$ cat src/rtl/dup_pkg.sv
// Shared types and constants for the duplicating round-robin arbiter.
package dup_pkg;

  localparam int NREQ = 4;
  localparam logic [7:0] X_RST = 8'h0F;

  typedef enum logic [1:0] {
    IDLE  = 2'd0,
    GRANT = 2'd1,
    OUT   = 2'd2
  } state_e;

  // Upper nibble carries w, lower nibble its complement.
  function automatic logic [7:0] pattern(input logic w);
    return {{4{w}}, {4{~w}}};
  endfunction

endpackage

$ cat src/rtl/dup_rr_pick.sv
// Combinational round-robin pick: first set req bit at or after ptr, wrapping mod 4.
module dup_rr_pick (
  input  logic [3:0] req,
  input  logic [1:0] ptr,
  output logic [1:0] sel,
  output logic       any_req
);

  logic [1:0] idx;
  logic       found;

  always_comb begin
    sel     = '0;
    idx     = '0;
    found   = 1'b0;
    any_req = |req;
    for (int i = 0; i < 4; i++) begin
      idx = ptr + 2'(i);
      if (!found && req[idx]) begin
        sel   = idx;
        found = 1'b1;
      end
    end
  end

endmodule

$ cat src/rtl/dup_arb.sv
// Round-robin arbiter that samples the granted requester's bit and presents it duplicated/complemented on x.
// req at t -> gnt at t+1 -> vld at t+2; x/src/vld hold until vld && rdy, then re-arbitrate with no idle bubble.
module dup_arb #(
  parameter int NREQ = dup_pkg::NREQ
) (
  input  logic            clk,
  input  logic            rst,
  input  logic [NREQ-1:0] req,
  input  logic [NREQ-1:0] a,
  input  logic            rdy,
  output logic [NREQ-1:0] gnt,
  output logic [7:0]      x,
  output logic            vld,
  output logic [1:0]      src,
  output logic            busy
);

  import dup_pkg::*;

  state_e          state_q, state_d;
  logic [NREQ-1:0] gnt_d;
  logic [7:0]      x_d;
  logic            vld_d;
  logic [1:0]      src_d;
  logic [1:0]      ptr_q, ptr_d;
  logic            w_q, w_d;
  logic [1:0]      pick_ptr;
  logic [1:0]      sel;
  logic            any_req;

  // On a handshake the pointer update and the next pick happen in the same cycle,
  // so the picker must already see the advanced pointer.
  assign pick_ptr = (state_q == OUT) ? src_q_next_ptr() : ptr_q;

  function automatic logic [1:0] src_q_next_ptr();
    return src + 2'd1;
  endfunction

  dup_rr_pick u_pick (
    .req     (req),
    .ptr     (pick_ptr),
    .sel     (sel),
    .any_req (any_req)
  );

  always_comb begin
    state_d = state_q;
    gnt_d   = '0;
    x_d     = x;
    vld_d   = vld;
    src_d   = src;
    ptr_d   = ptr_q;
    w_d     = w_q;
    case (state_q)
      IDLE: begin
        if (any_req) begin
          gnt_d[sel] = 1'b1;
          src_d      = sel;
          state_d    = GRANT;
        end
      end
      GRANT: begin
        w_d     = a[src];
        x_d     = pattern(a[src]);
        vld_d   = 1'b1;
        state_d = OUT;
      end
      OUT: begin
        if (rdy) begin
          vld_d = 1'b0;
          ptr_d = pick_ptr;
          if (any_req) begin
            gnt_d[sel] = 1'b1;
            src_d      = sel;
            state_d    = GRANT;
          end else begin
            state_d = IDLE;
          end
        end
      end
      default: state_d = IDLE;
    endcase
  end

  always_ff @(posedge clk) begin
    if (rst) begin
      state_q <= IDLE;
      gnt     <= '0;
      vld     <= 1'b0;
      w_q     <= 1'b0;
      x       <= X_RST;
      src     <= '0;
      ptr_q   <= '0;
    end else begin
      state_q <= state_d;
      gnt     <= gnt_d;
      vld     <= vld_d;
      w_q     <= w_d;
      x       <= x_d;
      src     <= src_d;
      ptr_q   <= ptr_d;
    end
  end

  assign busy = (state_q != IDLE);

endmodule

$ cat config.mk
export PLATFORM = sky130hd
export DESIGN_NAME = dup_arb
export DESIGN_NICKNAME = d
export VERILOG_FILES = /design/src/rtl/dup_pkg.sv /design/src/rtl/dup_rr_pick.sv /design/src/rtl/dup_arb.sv
export SDC_FILE = /design/constraint.sdc
export NUM_CORES = 1
export LEC_CHECK = 0
export ABC_AREA = 1
export CORE_MARGIN = 1.5
export CORE_UTILIZATION = 40
export CTS_CLUSTER_DIAMETER = 80
export DETAILED_ROUTE_END_ITERATION = 10
export PLACE_DENSITY = 0.72
export SLEW_MARGIN = 10
export SYNTH_ARGS = -nofsm -noshare
export SYNTH_HDL_FRONTEND = slang
export SYNTH_SLANG_ARGS = --single-unit
$ cat constraint.sdc
create_clock -name clk -period 1.5 [get_ports clk]
set_input_delay 0.3 -clock clk [delete_from_list [all_inputs] [get_ports clk]]
set_output_delay 0.3 -clock clk [all_outputs]
set_load 0.03 [all_outputs]
# Word-level counts from Yosys, hierarchy flattened

Cells that the tools add are included.

Register bits: 16
Output and inout bits: 16
Logic and storage cells: 70

Add/subtract/negate cells: 4
$lt $le $gt $ge: 7
Equal/unequal tests: 4
Multiplexer cells: 32
Bitwise logic cells: 1
Reduce and logical (&&, ||, !) cells: 16

Operator list:

| kind                  | count |
|---|---|
| $lt A2 B3 Y1 const B  | 6 |
| $mux W2               | 9 |
| $mux W1               | 11 |
| $bmux W1 S2           | 5 |
| $mux W4               | 2 |
| $pmux W4 S2           | 1 |
| $reduce_and A2 Y1     | 4 |
| $pmux W2 S3           | 1 |
| $reduce_bool A2 Y1    | 3 |
| $add A2 B1 Y2 const B | 2 |
| $add A2 B2 Y2 const B | 2 |
| $logic_and A1 B1 Y1   | 4 |
| $ne A2 B2 Y1 const B  | 2 |
| $pmux W2 S2           | 1 |
| $reduce_or A4 Y1      | 1 |
| $logic_not A1 Y1      | 3 |
| $demux W1 S2          | 1 |
| $eq A2 B1 Y1 const B  | 1 |
| $eq A2 B2 Y1 const B  | 1 |
| $ge A2 B1 Y1 const B  | 1 |
| $logic_not A2 Y1      | 1 |
| $pmux W1 S2           | 1 |
| $not A1 Y1            | 1 |

# Longest topological paths before layout

Depth in word-level cells: 21
Gate-level depth with buffers: 14
Depth with buffers taken out: 14

# Modules after synthesis

A second synthesis with hierarchy kept.

Cell total of the unflattened synthesis: 135
Area, all modules: 878.3 um^2

By module, submodules not included:

| module      | instances | cells each | area each (um^2) | sequential area each (um^2) |
|---|---|---|---|---|
| dup_arb     | 1         | 82         | 609.3            | 260.2 |
| dup_rr_pick | 1         | 53         | 269.0            | 0.0 |

# Worst setup path after synthesis

No wires, ideal clock.

Path type: flip-flop to flip-flop
Start point: reg src[0]
End point: reg gnt[2]
Data arrival time: 1.673 ns
Required time: 1.436 ns
Slack: -0.237 ns
Cell stages (with the launch flop): 13
Path buffers: 0
Cells stage by stage: dfxtp_1 -> inv_2 -> nand3_1 -> nand2_2 -> nand2_1 -> nand3_1 -> nand2_2 -> inv_2 -> nor2_2 -> nand4_1 -> nand2_1 -> inv_1 -> nor2_1

Longest elaborated chain between the ends: 21
Elaborated cells on any way between the ends: 34
Classes of those cells: 4 x add/sub; 2 x order compare; 21 x mux; 7 x reduce/logical

Ends and longest elaborated chain:

| item                                                                      | line                         | RTL |
|---|---|---|
| from (decl)                                                               | dup_arb.sv:14                | `output logic [1:0] src,` |
| from (signal assigned)                                                    | dup_arb.sv:100               | `src <= src_d;` |
| $add A2 B1 Y2 *                                                           | dup_arb.sv:36                | `return src + 2'd1;` |
| $mux W2 *                                                                 | dup_arb.sv:33                | `assign pick_ptr = (state_q == OUT) ? src_q_next_ptr() : ptr_q;` |
| parallel branches: the longest is 11 deep, another holds $add A2 B1 Y2    | -                            |  |
| $mux W2 *                                                                 | dup_rr_pick.sv:19            | `if (!found && req[idx]) begin` |
| $lt A2 B3 Y1 (not written as such) / $ge A2 B1 Y1 (equally long branches) | dup_arb.sv:57, dup_arb.sv:73 |  |
| $logic_and A1 B1 Y1 (not written as such)                                 | dup_arb.sv:57, dup_arb.sv:73 |  |
| $mux W1 (not written as such)                                             | dup_arb.sv:57, dup_arb.sv:73 |  |
| $demux W1 S2 *                                                            | dup_arb.sv:57, dup_arb.sv:73 |  |
| $mux W4 *                                                                 | dup_arb.sv:56, dup_arb.sv:72 |  |
| $mux W4                                                                   | dup_arb.sv:69                | `if (rdy) begin` |
| $pmux W4 S2 *                                                             | dup_arb.sv:54                | `case (state_q)` |
| to (signal assigned)                                                      | dup_arb.sv:96                | `gnt <= gnt_d;` |
| to (decl)                                                                 | dup_arb.sv:11                | `output logic [NREQ-1:0] gnt,` |

Every way passes the cells marked *. The select of a mux whose other input is x is not followed.
A chain may end at the register's enable or synchronous reset.

# Worst setup path after layout

Start point: reg state_q[0]
End point: reg gnt[1]

Longest elaborated chain between the ends: 21
Elaborated cells on any way between the ends: 35
Classes of those cells: 3 x add/sub; 2 x order compare; 1 x eq/ne; 21 x mux; 8 x reduce/logical

Ends and longest elaborated chain:

| item                                                                   | line          | RTL |
|---|---|---|
| from (decl)                                                            | dup_arb.sv:20 | `state_e state_q, state_d;` |
| from (signal assigned)                                                 | dup_arb.sv:95 | `state_q <= state_d;` |
| parallel branches: the longest is 20 deep, another holds $add A2 B1 Y2 | -             |  |
| $pmux W4 S2 *                                                          | dup_arb.sv:54 |  |

Marked as above.

==> impl_table.tex <==
\begin{tabular}{lr}
\hline
Metric & Value \\
\hline
\multicolumn{2}{l}{\textbf{Floorplanning}} \\
\quad Overall die area & 0.00245 mm2 \\
\quad Total number of placement rows & 16 \\
\quad Effective utilization at floorplan & 0.432 \\
\quad Placeable Area & 0.00200 mm2 \\
\quad Floorplan die width & 49.5 um \\
\quad Floorplan die height & 49.5 um \\
\quad Count of boundary I/O pins & 27 \\
\multicolumn{2}{l}{\textbf{Place}} \\
\quad Half-perimeter wire length after detailed placement & 1890 um \\
\quad Number of input and output port buffers inserted & 26 \\
\quad Routability-driven placement congestion ratio & 0.863 \\
\quad Total cell area at the placement stage & 0.00129 mm2 \\
\quad Pre-CTS setup slack & -0.271 ns \\
\multicolumn{2}{l}{\textbf{Yosys}} \\
\quad Synthesized flop and latch total & 13 \\
\quad Netlist cell types & 16 \\
\quad Number of synthesized flops with an enable pin & 0 \\
\quad Per-instance average area after synthesis & 5.93 um2 \\
\quad Count of mapped cells out of synthesis & 146 \\
\quad Top area cells in the synthesized netlist & sky130\_fd\_sc\_hd\_\_dfxtp\_1, sky130\_fd\_sc\_hd\_\_nand2\_1, sky130\_fd\_sc\_hd\_\_nand3\_1 \\
\quad Total standard cell area after synthesis & 866 um2 \\
\quad Synth top cells by count & sky130\_fd\_sc\_hd\_\_nand2\_1, sky130\_fd\_sc\_hd\_\_nand3\_1, sky130\_fd\_sc\_hd\_\_inv\_1 \\
\quad Sequential cell area fraction in the yosys report & 0.301 \\
\quad Total nets after synthesis & 157 \\
\quad Dominant register cell in the synthesized netlist & sky130\_fd\_sc\_hd\_\_dfxtp\_1 \\
\quad Most frequent cell after synthesis & sky130\_fd\_sc\_hd\_\_nand2\_1 \\
\quad FFs w/ async S/R, synth & 0 \\
\quad Yosys warning count & 0 \\
\quad Largest area contributor in the synthesized netlist & sky130\_fd\_sc\_hd\_\_dfxtp\_1 \\
\quad Share of the synthesized area in the top cell type & 0.301 \\
\multicolumn{2}{l}{\textbf{Timing}} \\
\quad Total of endpoints with negative setup slack in the final report & 6 \\
\quad Upper clock frequency limit & 0.609 GHz \\
\quad Total count of max-transition violations in the final report & 0 \\
\quad Worst Tran Pin Value & 0.342 ns \\
\quad Max\_slew headroom & 0.770 \\
\quad Clock period minus final worst setup slack & 1.64 ns \\
\quad Unrepaired setup endpoints after global routing & true \\
\quad Clk\_skew & 0.00353 ns \\
\quad Share of the clock period used by the worst path after layout & 1.10 \\
\quad Endpoints failing hold & 0 \\
\quad Worst Slack Setup Final & -0.143 ns \\
\multicolumn{2}{l}{\textbf{Detailed routing}} \\
\quad Routed via count divided by cell count & 5.05 \\
\quad Detailed-router iteration count before antenna repair & 4 \\
\quad Drt first-iter violations & 18 \\
\quad Detail-routed net length per standard cell & 12.4 um \\
\quad DRC violations left & 0 \\
\quad Number of nets with antenna violations after routing & 0 \\
\quad Total vias in the final route & 1136 \\
\quad Total wire length after detailed routing & 2790 um \\
\multicolumn{2}{l}{\textbf{Worst setup path}} \\
\quad Largest fanout on the critical path & 5 \\
\quad Worst reg2reg path startpoint & state\_q[0]\$\_SDFFE\_PP0P\_ \\
\quad Data arrival time of the critical path & 1.86 ns \\
\quad Worst setup path endpoint & gnt[1]\$\_SDFF\_PP0\_ \\
\quad Critical Setup Path Class & reg -> reg \\
\quad Category of the worst setup path capture point & register \\
\quad Reg2reg setup slack & -0.14 ns \\
\quad Launching element type of the critical path & register \\
\quad Setup crit start & state\_q[0]\$\_SDFFE\_PP0P\_ \\
\quad R2R Path End & gnt[1]\$\_SDFF\_PP0\_ \\
\quad Worst reg2reg path depth & 12 \\
\quad Data required time at the worst endpoint & 1.72 ns \\
\multicolumn{2}{l}{\textbf{GRT}} \\
\quad Global-route wire length before repair & 4520 um \\
\quad Global route total overflow & 0 \\
\quad Number of global-route vias before repair & 1074 \\
\quad Total global routing track utilization & 0.233 \\
\quad Pin count of the biggest net entering global routing & 10 \\
\quad Initial antenna violation count & 0 \\
\multicolumn{2}{l}{\textbf{Final layout}} \\
\quad Finished Cell Area & 0.00160 mm2 \\
\quad P\&R area growth vs syn & 85.0\% \\
\quad Fraction of layout instances using a drive strength above 1 & 0.439 \\
\quad Total number of nets in the final design & 210 \\
\quad Count of inserted antenna diode cells & 0 \\
\multicolumn{2}{l}{\textbf{Clocking}} \\
\quad Sinks on Clock Net & 13 \\
\quad Cts bufs inserted & 3 \\
\quad Count of hold buffers inserted by post-cts repair & 0 \\
\quad Clock transition at the register clock pins on the worst setup and hold paths after CTS & 0.08 ns \\
\quad Longest Clk Path Bufs & 2 \\
\quad Root Buffer & sky130\_fd\_sc\_hd\_\_clkbuf\_4 \\
\quad Clock network latency to the later pin of the worst-skew pair & 0.27 ns \\
\quad CTS HTree Levels & 1 \\
\quad TritonCTS clock tree & yes \\
\multicolumn{2}{l}{\textbf{Power}} \\
\quad Switching fraction of total power & 0.448 \\
\quad Ratio of total power to cell area & 1010 mW/mm2 \\
\quad Logic pwr share & 0.590 \\
\quad Internal & 0.000890 W \\
\quad Leakage power of the design & 0.761 nW \\
\quad Net switching power of the design & 0.000722 W \\
\quad Max IR drop VDD & 0.545 mV \\
\quad Portion of total power attributed to the clock network & 0.132 \\
\quad Portion of total power attributed to sequential cells & 0.278 \\
\multicolumn{2}{l}{\textbf{Status}} \\
\quad Status & finished with violations \\
\quad Violations in the final reports & negative setup slack \\
\multicolumn{2}{l}{\textbf{Run}} \\
\quad Number of maximum-capacitance constraint violations & 0 \\
\multicolumn{2}{l}{\textbf{Hold path}} \\
\quad Worst hold path type & reg -> reg \\
\hline
\end{tabular}
-- cells in the final DEF (no fill, tap or decap), drive strengths merged --
cell	netlist	routed
nand3	25	25
nor4	1	1
clkdlybuf4s50	0	10
a21oi	7	7
nor2	14	14
dlygate4sd2	0	14
o21a	1	1
nand2	50	50
dfxtp	13	13
nand4	2	2
o22ai	1	1
o21ai	8	8
buf	6	29
clkbuf	0	5
inv	18	18
-- kinds of logic (layout without fill, tap and decap cells) --
group,after synthesis,in the layout,share of synthesized area
compound gates,17,17,0.103
buf+inv,24,76,0.130
flops,13,13,0.301
simple gates,92,92,0.467
-- critical path, stage by stage (launching register included) --
cell                      delay [ns]
sky130_fd_sc_hd__dfxtp_2        0.34
sky130_fd_sc_hd__buf_4          0.14
sky130_fd_sc_hd__nor2_4         0.13
sky130_fd_sc_hd__nand3_4        0.11
sky130_fd_sc_hd__nand2_4        0.13
sky130_fd_sc_hd__nand2_2        0.08
sky130_fd_sc_hd__nand3_2        0.10
sky130_fd_sc_hd__nand2_4        0.07
sky130_fd_sc_hd__nor2_4         0.08
sky130_fd_sc_hd__nand4_1        0.15
sky130_fd_sc_hd__nand2_1        0.12
sky130_fd_sc_hd__nand2_2        0.06
sky130_fd_sc_hd__nor2_2         0.09
-- final cells by class --
type,instances,area (um2)
Multi-Input combinational cell,109,729
Timing Repair Buffer,54,460
Fill cell,143,400
Sequential cell,13,274
Inverter,18,77.6
Tap cell,27,33.8
Clock buffer,4,26.3
-- worst min path at each step --
stage                     startpoint          endpoint  slack, ns  cells past startpoint
global placement    vld$_SDFFE_PP0P_  vld$_SDFFE_PP0P_       0.45                      2
finish              vld$_SDFFE_PP0P_  vld$_SDFFE_PP0P_       0.47                      2
CTS                 vld$_SDFFE_PP0P_  vld$_SDFFE_PP0P_       0.47                      2
global route        vld$_SDFFE_PP0P_  vld$_SDFFE_PP0P_       0.49                      2
floorplan                        rst  vld$_SDFFE_PP0P_       0.37                      1
detailed placement  vld$_SDFFE_PP0P_  vld$_SDFFE_PP0P_       0.46                      2
-- through the flow --
| step | instances | power [W] | util | hold slack (ns) | setup TNS, ns |
|---|---|---|---|---|---|
| 3_5_place_dp | 214 | 0.00121 | 0.647 | 0.460 | -1.57 |
| 5_1_grt | 225 | 0.00173 | 0.800 | 0.491 | -1.36 |
| 2_1_floorplan | 146 | 0.000907 | - | 0.369 | 0 |
| 4_1_cts | 223 | 0.00151 | 0.747 | 0.470 | -0.414 |
| 3_3_place_gp | 214 | 0.00119 | 0.647 | 0.448 | -1.31 |
| 6_report | 225 | 0.00161 | 0.800 | 0.466 | -0.650 |
-- layer usage --
layer  GRT usage  share of wire  vias to the layer above  wire length (um)
met5           0              0                        -                 0
met4      0.0972          0.023                        0                65
met3      0.0424          0.047                        8               130
met2       0.436           0.53                       40              1480
met1       0.252           0.40                      513              1120
li1            -              -                      575                 -
-- what timing repair did --
item,in CTS,in global routing
endpoints found under the setup margin,21,9
buffers inserted,5,2
pin swaps,19,15
gates resized for setup,57,25
-- power by group through the flow --
stage / Sequential (W) / Clock, W / Combinational [W]
after floorplan: 0.000511 / 0 / 0.000396
after global placement: 0.000439 / 0 / 0.000753
after detailed placement: 0.000441 / 0 / 0.000771
after CTS: 0.000441 / 0.000219 / 0.000855
after global routing: 0.000456 / 0.000240 / 0.00103
final: 0.000448 / 0.000213 / 0.000950
-- registers in the layout (all words and copies together) (netlist names) --
register,count
gnt,4
ptr_q,2
src,2
state_q,2
x,2
vld,1
Note: power is estimated with default switching activity, not from simulation.
